==> src/rtl/mc_pkg.sv <==
// Shared encodings for the multicycle MIPS control sequencer and the datapath muxes it steers.
// Build option MC_CTRL_EXCEPTION_EN (see mc_control_fsm) enables the S_EXC state.
package mc_pkg;

    localparam logic [5:0] OP_RTYPE = 6'h00;
    localparam logic [5:0] OP_J     = 6'h02;
    localparam logic [5:0] OP_JAL   = 6'h03;
    localparam logic [5:0] OP_BEQ   = 6'h04;
    localparam logic [5:0] OP_ADDI  = 6'h08;
    localparam logic [5:0] OP_LW    = 6'h23;
    localparam logic [5:0] OP_SW    = 6'h2B;

    typedef enum logic [3:0] {
        S_RESET    = 4'd0,
        S_FETCH    = 4'd1,
        S_DECODE   = 4'd2,
        S_MEMADDR  = 4'd3,
        S_MEMREAD  = 4'd4,
        S_MEMWB    = 4'd5,
        S_MEMWRITE = 4'd6,
        S_EXEC     = 4'd7,
        S_RWB      = 4'd8,
        S_BRANCH   = 4'd9,
        S_JUMP     = 4'd10,
        S_JAL      = 4'd11,
        S_ADDIEX   = 4'd12,
        S_ADDIWB   = 4'd13,
        S_EXC      = 4'd14
    } state_e;

    localparam logic [1:0] SRCA_PC      = 2'b00;
    localparam logic [1:0] SRCA_A       = 2'b01;
    localparam logic [1:0] SRCA_SEXT    = 2'b10;
    localparam logic [1:0] SRCA_MDR     = 2'b11;

    localparam logic [1:0] SRCB_B       = 2'b00;
    localparam logic [1:0] SRCB_FOUR    = 2'b01;
    localparam logic [1:0] SRCB_SEXT    = 2'b10;
    localparam logic [1:0] SRCB_SEXT_SH = 2'b11;

    localparam logic [1:0] ALUOP_ADD    = 2'b00;
    localparam logic [1:0] ALUOP_SUB    = 2'b01;
    localparam logic [1:0] ALUOP_FUNCT  = 2'b10;

    localparam logic [1:0] PCSRC_ALU    = 2'b00;
    localparam logic [1:0] PCSRC_ALUOUT = 2'b01;
    localparam logic [1:0] PCSRC_JUMP   = 2'b10;
    localparam logic [1:0] PCSRC_EXC    = 2'b11;

    localparam logic [1:0] M2R_ALUOUT   = 2'b00;
    localparam logic [1:0] M2R_MDR      = 2'b01;
    localparam logic [1:0] M2R_PC       = 2'b10;

    localparam logic [1:0] RDST_RT      = 2'b00;
    localparam logic [1:0] RDST_RD      = 2'b01;
    localparam logic [1:0] RDST_RA      = 2'b10;

    typedef struct packed {
        logic       pc_write;
        logic       pc_write_cond;
        logic       iord;
        logic       mem_read;
        logic       mem_write;
        logic       ir_write;
        logic [1:0] mem_to_reg;
        logic [1:0] reg_dst;
        logic       reg_write;
        logic [1:0] alu_src_a;
        logic [1:0] alu_src_b;
        logic [1:0] alu_op;
        logic [1:0] pc_source;
        logic       epc_write;
    } ctrl_t;

endpackage

==> src/rtl/mc_ctrl_decode.sv <==
// Combinational state-to-control decoder (Moore); zero latency.
// Only FETCH looks at memory ready, so IR/PC load exactly once per fetched word.
module mc_ctrl_decode
    import mc_pkg::*;
(
    input  state_e     i_state,
    input  logic       i_mem_ready,
    output ctrl_t      o_ctrl
);

    always_comb begin
        o_ctrl = '0;
        case (i_state)
            S_FETCH: begin
                o_ctrl.mem_read  = 1'b1;
                o_ctrl.alu_src_a = SRCA_PC;
                o_ctrl.alu_src_b = SRCB_FOUR;
                o_ctrl.alu_op    = ALUOP_ADD;
                o_ctrl.pc_source = PCSRC_ALU;
                o_ctrl.ir_write  = i_mem_ready;
                o_ctrl.pc_write  = i_mem_ready;
            end
            S_DECODE: begin
                // Branch target is precomputed into ALUOut while the opcode dispatches.
                o_ctrl.alu_src_a = SRCA_PC;
                o_ctrl.alu_src_b = SRCB_SEXT_SH;
            end
            S_MEMADDR, S_ADDIEX: begin
                o_ctrl.alu_src_a = SRCA_A;
                o_ctrl.alu_src_b = SRCB_SEXT;
            end
            S_MEMREAD: begin
                o_ctrl.mem_read = 1'b1;
                o_ctrl.iord     = 1'b1;
            end
            S_MEMWB: begin
                o_ctrl.reg_write  = 1'b1;
                o_ctrl.reg_dst    = RDST_RT;
                o_ctrl.mem_to_reg = M2R_MDR;
            end
            S_MEMWRITE: begin
                o_ctrl.mem_write = 1'b1;
                o_ctrl.iord      = 1'b1;
            end
            S_EXEC: begin
                o_ctrl.alu_src_a = SRCA_A;
                o_ctrl.alu_src_b = SRCB_B;
                o_ctrl.alu_op    = ALUOP_FUNCT;
            end
            S_RWB: begin
                o_ctrl.reg_write  = 1'b1;
                o_ctrl.reg_dst    = RDST_RD;
                o_ctrl.mem_to_reg = M2R_ALUOUT;
            end
            S_BRANCH: begin
                o_ctrl.alu_src_a     = SRCA_A;
                o_ctrl.alu_src_b     = SRCB_B;
                o_ctrl.alu_op        = ALUOP_SUB;
                o_ctrl.pc_write_cond = 1'b1;
                o_ctrl.pc_source     = PCSRC_ALUOUT;
            end
            S_JUMP: begin
                o_ctrl.pc_write  = 1'b1;
                o_ctrl.pc_source = PCSRC_JUMP;
            end
            S_JAL: begin
                // PC already advanced to PC+4 in FETCH, so it is the link value.
                o_ctrl.pc_write   = 1'b1;
                o_ctrl.pc_source  = PCSRC_JUMP;
                o_ctrl.reg_write  = 1'b1;
                o_ctrl.reg_dst    = RDST_RA;
                o_ctrl.mem_to_reg = M2R_PC;
            end
            S_ADDIWB: begin
                o_ctrl.reg_write  = 1'b1;
                o_ctrl.reg_dst    = RDST_RT;
                o_ctrl.mem_to_reg = M2R_ALUOUT;
            end
`ifdef MC_CTRL_EXCEPTION_EN
            S_EXC: begin
                o_ctrl.epc_write = 1'b1;
                o_ctrl.alu_src_a = SRCA_PC;
                o_ctrl.alu_src_b = SRCB_FOUR;
                o_ctrl.alu_op    = ALUOP_SUB;
                o_ctrl.pc_write  = 1'b1;
                o_ctrl.pc_source = PCSRC_EXC;
            end
`endif
            default: o_ctrl = '0;
        endcase
    end

endmodule

==> src/rtl/mc_control_fsm.sv <==
// Multicycle MIPS control sequencer; lw 5, sw/R/addi 4, beq/j/jal 3 cycles with zero-wait memory.
// Stalls in FETCH/MEMREAD/MEMWRITE until w_MemReady; MC_CTRL_EXCEPTION_EN adds the EXC state.
module mc_control_fsm
    import mc_pkg::*;
#(
    parameter int STATE_W = 4
)(
    input  logic               clk,
    input  logic               reset_n,
    input  logic [5:0]         w_Opcode,
    input  logic [5:0]         w_Funct,
    input  logic               w_MemReady,
    input  logic               w_Overflow,
    output logic               w_PCWrite,
    output logic               w_PCWriteCond,
    output logic               w_IorD,
    output logic               w_MemRead,
    output logic               w_MemWrite,
    output logic               w_IRWrite,
    output logic [1:0]         w_MemtoReg,
    output logic [1:0]         w_RegDst,
    output logic               w_RegWrite,
    output logic [1:0]         w_ALUSrcA,
    output logic [1:0]         w_ALUSrcB,
    output logic [1:0]         w_ALUOp,
    output logic [1:0]         w_PCSource,
    output logic               w_EPCWrite,
    output logic [STATE_W-1:0] w_State
);

    state_e r_state;
    state_e w_next;
    ctrl_t  w_ctrl;
    logic   w_unused_ok;

    always_ff @(posedge clk or negedge reset_n) begin
        if (!reset_n) r_state <= S_RESET;
        else          r_state <= w_next;
    end

    always_comb begin
        w_next = S_FETCH;
        case (r_state)
            S_FETCH:    w_next = w_MemReady ? S_DECODE : S_FETCH;
            S_DECODE: begin
                case (w_Opcode)
                    OP_LW, OP_SW: w_next = S_MEMADDR;
                    OP_RTYPE:     w_next = S_EXEC;
                    OP_BEQ:       w_next = S_BRANCH;
                    OP_J:         w_next = S_JUMP;
                    OP_JAL:       w_next = S_JAL;
                    OP_ADDI:      w_next = S_ADDIEX;
`ifdef MC_CTRL_EXCEPTION_EN
                    default:      w_next = S_EXC;
`else
                    default:      w_next = S_FETCH;
`endif
                endcase
            end
            S_MEMADDR: begin
                if (w_Opcode == OP_LW)      w_next = S_MEMREAD;
                else if (w_Opcode == OP_SW) w_next = S_MEMWRITE;
                else                        w_next = S_FETCH;
            end
            S_MEMREAD:  w_next = w_MemReady ? S_MEMWB : S_MEMREAD;
            S_MEMWRITE: w_next = w_MemReady ? S_FETCH : S_MEMWRITE;
`ifdef MC_CTRL_EXCEPTION_EN
            // Overflow diverts before writeback so the destination register is untouched.
            S_EXEC:     w_next = w_Overflow ? S_EXC : S_RWB;
            S_ADDIEX:   w_next = w_Overflow ? S_EXC : S_ADDIWB;
`else
            S_EXEC:     w_next = S_RWB;
            S_ADDIEX:   w_next = S_ADDIWB;
`endif
            default:    w_next = S_FETCH;
        endcase
    end

    mc_ctrl_decode u_decode (
        .i_state     (r_state),
        .i_mem_ready (w_MemReady),
        .o_ctrl      (w_ctrl)
    );

    assign w_PCWrite     = w_ctrl.pc_write;
    assign w_PCWriteCond = w_ctrl.pc_write_cond;
    assign w_IorD        = w_ctrl.iord;
    assign w_MemRead     = w_ctrl.mem_read;
    assign w_MemWrite    = w_ctrl.mem_write;
    assign w_IRWrite     = w_ctrl.ir_write;
    assign w_MemtoReg    = w_ctrl.mem_to_reg;
    assign w_RegDst      = w_ctrl.reg_dst;
    assign w_RegWrite    = w_ctrl.reg_write;
    assign w_ALUSrcA     = w_ctrl.alu_src_a;
    assign w_ALUSrcB     = w_ctrl.alu_src_b;
    assign w_ALUOp       = w_ctrl.alu_op;
    assign w_PCSource    = w_ctrl.pc_source;
    assign w_State       = STATE_W'(r_state);

    // Funct is consumed by ALU control in the datapath, not by the sequencer.
`ifdef MC_CTRL_EXCEPTION_EN
    assign w_EPCWrite  = w_ctrl.epc_write;
    assign w_unused_ok = ^w_Funct;
`else
    assign w_EPCWrite  = 1'b0;
    assign w_unused_ok = ^{w_Funct, w_Overflow, w_ctrl.epc_write};
`endif

endmodule

==> config.mk <==
export PLATFORM = sky130hd
export DESIGN_NAME = mc_control_fsm
export DESIGN_NICKNAME = d
export VERILOG_FILES = /design/src/rtl/mc_pkg.sv /design/src/rtl/mc_ctrl_decode.sv /design/src/rtl/mc_control_fsm.sv
export SDC_FILE = /design/constraint.sdc
export NUM_CORES = 1
export LEC_CHECK = 0
export ABC_CLOCK_PERIOD_IN_PS = 3610
export BUFFER_PORTS_ARGS = -buffer_cell sky130_fd_sc_hd__buf_2
export CAP_MARGIN = 10
export CORE_AREA = 4 4 41 43
export CTS_CLUSTER_SIZE = 12
export DETAILED_ROUTE_END_ITERATION = 16
export DIE_AREA = 0 0 45 47
export PLACE_DENSITY = 0.81
export SYNTH_ARGS = -nofsm -noshare
export SYNTH_HDL_FRONTEND = slang
export SYNTH_SLANG_ARGS = --single-unit
==> constraint.sdc <==
create_clock -name clk -period 3.61 [get_ports clk]
set_clock_uncertainty 0.15 [all_clocks]
set_input_delay 0.722 -clock clk [delete_from_list [all_inputs] [get_ports clk]]
set_output_delay 0.722 -clock clk [all_outputs]
set_load 0.05 [all_outputs]
**Word level (Yosys, flattened, before mapping)**

Cells that the tools add are included.
W data, S select, Z words.

- Memories: 0
- Bits in writable memories: 0
- Register bits: 4
- Input port bits: 16
- Latch bits: 0
- Output and inout bits: 24
- Logic and storage cells: 44
- Memory bits (read-only): 0

- Shift-type cells: 0
- Eq/ne operators: 19
- Add/sub/neg operators: 0
- Divide/modulo/power cells: 0
- $lt $le $gt $ge: 0
- Bitwise gates (word level): 0
- Multipliers: 0
- Multiplexer cells: 17
- Reductions and logical operators: 7

Operator list:

| kind | count |
|---|---|
| $pmux W4 S7 | 1 |
| $eq A4 B4 Y1 const B | 6 |
| $pmux W4 S6 | 1 |
| $pmux W5 S4 | 1 |
| $eq A4 B3 Y1 const B | 4 |
| $eq A6 B2 Y1 const B | 2 |
| $eq A6 B6 Y1 const B | 2 |
| $pmux W3 S4 | 1 |
| $reduce_or A2 Y1 | 6 |
| $mux W3 | 3 |
| $eq A4 B2 Y1 const B | 2 |
| $pmux W2 S2 | 2 |
| $eq A6 B3 Y1 const B | 1 |
| $eq A6 B4 Y1 const B | 1 |
| $logic_not A6 Y1 | 1 |
| $mux W1 | 6 |
| $eq A4 B1 Y1 const B | 1 |
| $mux W2 | 1 |
| $pmux W1 S2 | 1 |

**Longest topological paths before layout**

- Depth after elaboration: 4
- Depth in mapped cells: 4
- Depth with buffers taken out: 3

**Hierarchy**

From an unflattened synthesis, not the netlist that was laid out.

- Cell total of the unflattened synthesis: 86
- Area, all modules: 634.4 um^2

By module, submodules not included:

| module | area each (um^2) | cells an instance | times used | sequential area each (um^2) |
|---|---|---|---|---|
| mc_control_fsm | 384.1 | 48 | 1 | 100.1 |
| mc_ctrl_decode | 250.2 | 38 | 1 | 0.0 |

**Worst setup path after synthesis**

Ideal clock, no wire load.

- Path kind: register to output
- Start: register r_state[1] (netlist: w_State[1])
- End: output port w_RegWrite
- Buffers on the path: 1
- Cell stages (with the launch flop): 4
- Arrival: 2,217 ps
- Path slack: 521 ps
- Data required time: 2,738 ps
- Cell sequence: dfrtp_1 > clkbuf_1 > xor2_1 > o21ai_0

- Cells in the longest elaborated chain, start to end: 2
- Elaborated cells between the ends (all ways): 5
- Those cells by class: eq/ne: 4; mux: 1

RTL lines:

| element | RTL line | text |
|---|---|---|
| start, declared | mc_control_fsm.sv:31 | `state_e r_state;` |
| start signal, assigned | mc_control_fsm.sv:38 | `else r_state <= w_next;` |
| $eq A4 B4 Y1 or $eq A4 B3 Y1 (tied branches) | mc_ctrl_decode.sv:13 | `case (i_state)` |
| $pmux W5 S4 * | mc_ctrl_decode.sv:13 |  |
| end, declared | mc_control_fsm.sv:22 | `output logic w_RegWrite,` |

Every way passes the cells marked *; elsewhere a longest branch is shown, timed or not.

**Worst setup path after layout**

- Start: register r_state[0] (netlist: w_State[0])
- End: output port w_MemRead

- Cells in the longest elaborated chain, start to end: 3
- Elaborated cells between the ends (all ways): 4
- Those cells by class: eq/ne: 2; mux: 1; reduce/logical: 1

RTL lines:

| element | RTL line | text |
|---|---|---|
| $eq A4 B3 Y1 or $eq A4 B1 Y1 (tied branches) | mc_ctrl_decode.sv:13 |  |
| $reduce_or A2 Y1 (no line) * | n/a |  |
| $mux W1 * | mc_ctrl_decode.sv:13 |  |
| end, declared | mc_control_fsm.sv:17 | `output logic w_MemRead,` |

Marked as above.

==> summary.txt <==
Run status
  – Status: finished, final reports clean

Synth
  – Mapped cell area: 543 µm²
  – Sequential area share after synthesis: a little under a fifth
  – Post-synth top area share: a little under a fifth
  – Synth area leaders: dfrtp_1 18%, nand2b_1 8.1%, buf_4 6.9%
  – Yosys top cell by area: dfrtp_1
  – Top-count cell post-synth: nor2_1
  – Synthesized area per cell: 7.15 µm²
  – Top cell types by occurrence after synthesis: 9 x nor2_1, 7 x nand2b_1, 5 x a21oi_1, 5 x buf_4, 5 x nand2_1
  – Top_reg_cell synth: dfrtp_1
  – Syn Inst Count: between 70 and 80
  – Syn. warnings: 0
  – EDFF count, synth: 0
  – Synth cell types: 32
  – Flop and latch count out of synthesis: 4
  – Async set-reset flop share out of synthesis: 100%

Placement
  – Inst Count DP: 113
  – Placer congestion estimate: 0.763
  – DP HPWL: 1.11 mm
  – PortBufs: 30
  – Place WS: 1340 ps

GRT
  – Initial antenna violation count: 0
  – Number of global-route vias before repair: 577
  – Grt total ovfl: 0
  – Largest net degree at the start of global routing: 18
  – Tot GR Track Use: 15.6%
  – First-pass GRT wire length: between 2 and 2.5 mm

Timing
  – Setup violators final: 0
  – Final min period: 2520 ps
  – Final worst slack: between 1000 and 1500 ps
  – Unrepaired setup endpoints after global routing: no
  – Final Max Tran Viols: 0
  – Setup TNS: 0 ps
  – Final Hold Viols: 0
  – Final period utilization: 69.9%
  – Hold slack: about 120 ps
  – Fmax: between 300 and 400 MHz

Floorplanning
  – Cell Rows: 13
  – Starting Density: 41.7%
  – Die H: 47 µm
  – IO Pins: 40
  – Die footprint: ~2100 µm²
  – Area of the core: 1300 µm²
  – Chip width: 45 µm

Detailed routing
  – Routed WL per cell: around 12 µm
  – Vias/cell: 5.55
  – Routed wire length: 1.41 mm
  – DRC violations left: 0
  – Via count: 644
  – Post-route ant nets: 0
  – Initial DRT Pass Iterations: 4
  – Initial DRC count: 10

Cells and area
  – Area of the multi-input gates: between 300 and 400 µm²
  – Area Overhead vs Synth: 26.3%
  – Share of layout cells above drive strength 1: 33.7%
  – Final nets: 119
  – Final core occ: 52.7%
  – Register area: 100 µm²
  – Post-route insts no fill: 116
  – ANT cells: 0
  – Number of flip-flops in the largest register: 4
  – Fillers: 141

Setup path
  – Crit path kind: flop to primary output
  – Endpoint class of the critical path: primary output
  – Critical path fanouts, max: 17
  – Crit start category: flop
  – CP required: 2740 ps
  – Critical Path AT: between 1500 and 2000 ps

CTS
  – CTS clk-pin slew, worst paths: 40 ps
  – H-Tree Depth: 1
  – Post-CTS sizing: 0
  – CTS tree: yes
  – Root buffer cell: clkbuf_4
  – Post-CTS setup buffers: 0
  – Num CTS Buffers: 3
  – CTS Sinks: 4
  – Cts hold-fix bufs: 0
  – Clk Latency, worst-skew pair: 250 ps
  – Clock Tree Buf Depth: 2

Flow run
  – Max-Cap Viols: 0

Hold path
  – Hold Path Class: input pin to async pin

Pwr
  – PwrDens: 695 nW/µm²
  – Peak VDD IR: 0.368 mV
  – Leakage power: 0.351 nW
[worst max-delay path: stages, from the launching register on]
cell and delay [ps]:
dfrtp_1 540, nand2b_1 250, a21oi_1 200, nor2b_1 140, buf_2 270
[per-layer routing]
layer	share of wire (%)	global-route usage (%)	vias up	wire, µm
li1	-	-	321	-
met2	49	28.0	26	689
met1	39	15.9	292	543
met5	0	0	-	0
met3	9.5	3.07	5	133
met4	2.7	12.3	0	38
[kinds of logic after synthesis]
kind of cell	after synthesis	synth area share [%]
other cells	1	0.691
flops	4	18.4
xor+xnor	3	4.84
buf+inv	11	11.1
compound gates	18	23.3
simple gates	39	41.7
[metrics by stage]
stage               instance area [µm²]  total power [mW]
floorplan                           547             0.353
detailed placement                  663             0.419
global placement                    663             0.413
CTS                                 686             0.479
global route                        686             0.511
finish                              686             0.476
[report_power, final]
part / internal [mW] / switching [mW]
Clock: 0.0373 / 0.0207
Combinational: 0.0940 / 0.231
Sequential: 0.0542 / 0.0393
Total: 0.186 / 0.291
[worst paths after layout]
kind                            startpoint          to  slack [ps]  cells past startpoint
worst min register to register  w_State[3]  w_State[0]         550                      1
min in group clk                w_State[3]  w_State[0]         550                      1
worst max-delay path            w_State[0]   w_MemRead        1090                      4
max in group asynchronous          reset_n  w_State[3]        3060                      1
worst min-delay path               reset_n  w_State[2]         120                      1
worst max register to register  w_State[1]  w_State[1]        1660                      3
[area by class of cell]
| cell class | instances | area share, % |
|---|---|---|
| Multi-Input combinational cell | 62 | 56.4 |
| Timing Repair Buffer | 30 | 21.9 |
| Sequential cell | 4 | 14.6 |
| Clock buffer | 3 | 3.28 |
| Tap cell | 15 | 2.74 |
| Inverter | 2 | 1.09 |
[cells in the final DEF (no fill, tap or decap), drive strengths merged]
cell,netlist,routed
o41ai,1,1
a22o,1,1
a22oi,1,1
and3b,1,1
nor4bb,3,3
nor3b,1,1
o21bai,1,1
nand2b,7,7
and2,2,2
nand2,5,5
and3,1,1
inv,2,2
a21o,1,1
nor4,1,1
conb,1,2
nor3,2,2
nor2b,2,2
or4b,1,1
xor2,3,3
a21oi,5,5
nand3b,1,1
dfrtp,4,4
or3,2,2
nor2,9,9
a2111o,1,1
clkbuf,4,3
buf,5,30
o221ai,1,1
o21ai,3,3
o211ai,2,2
o221a,1,1
nand4,1,1
Note: power is estimated with default switching activity, not from simulation.
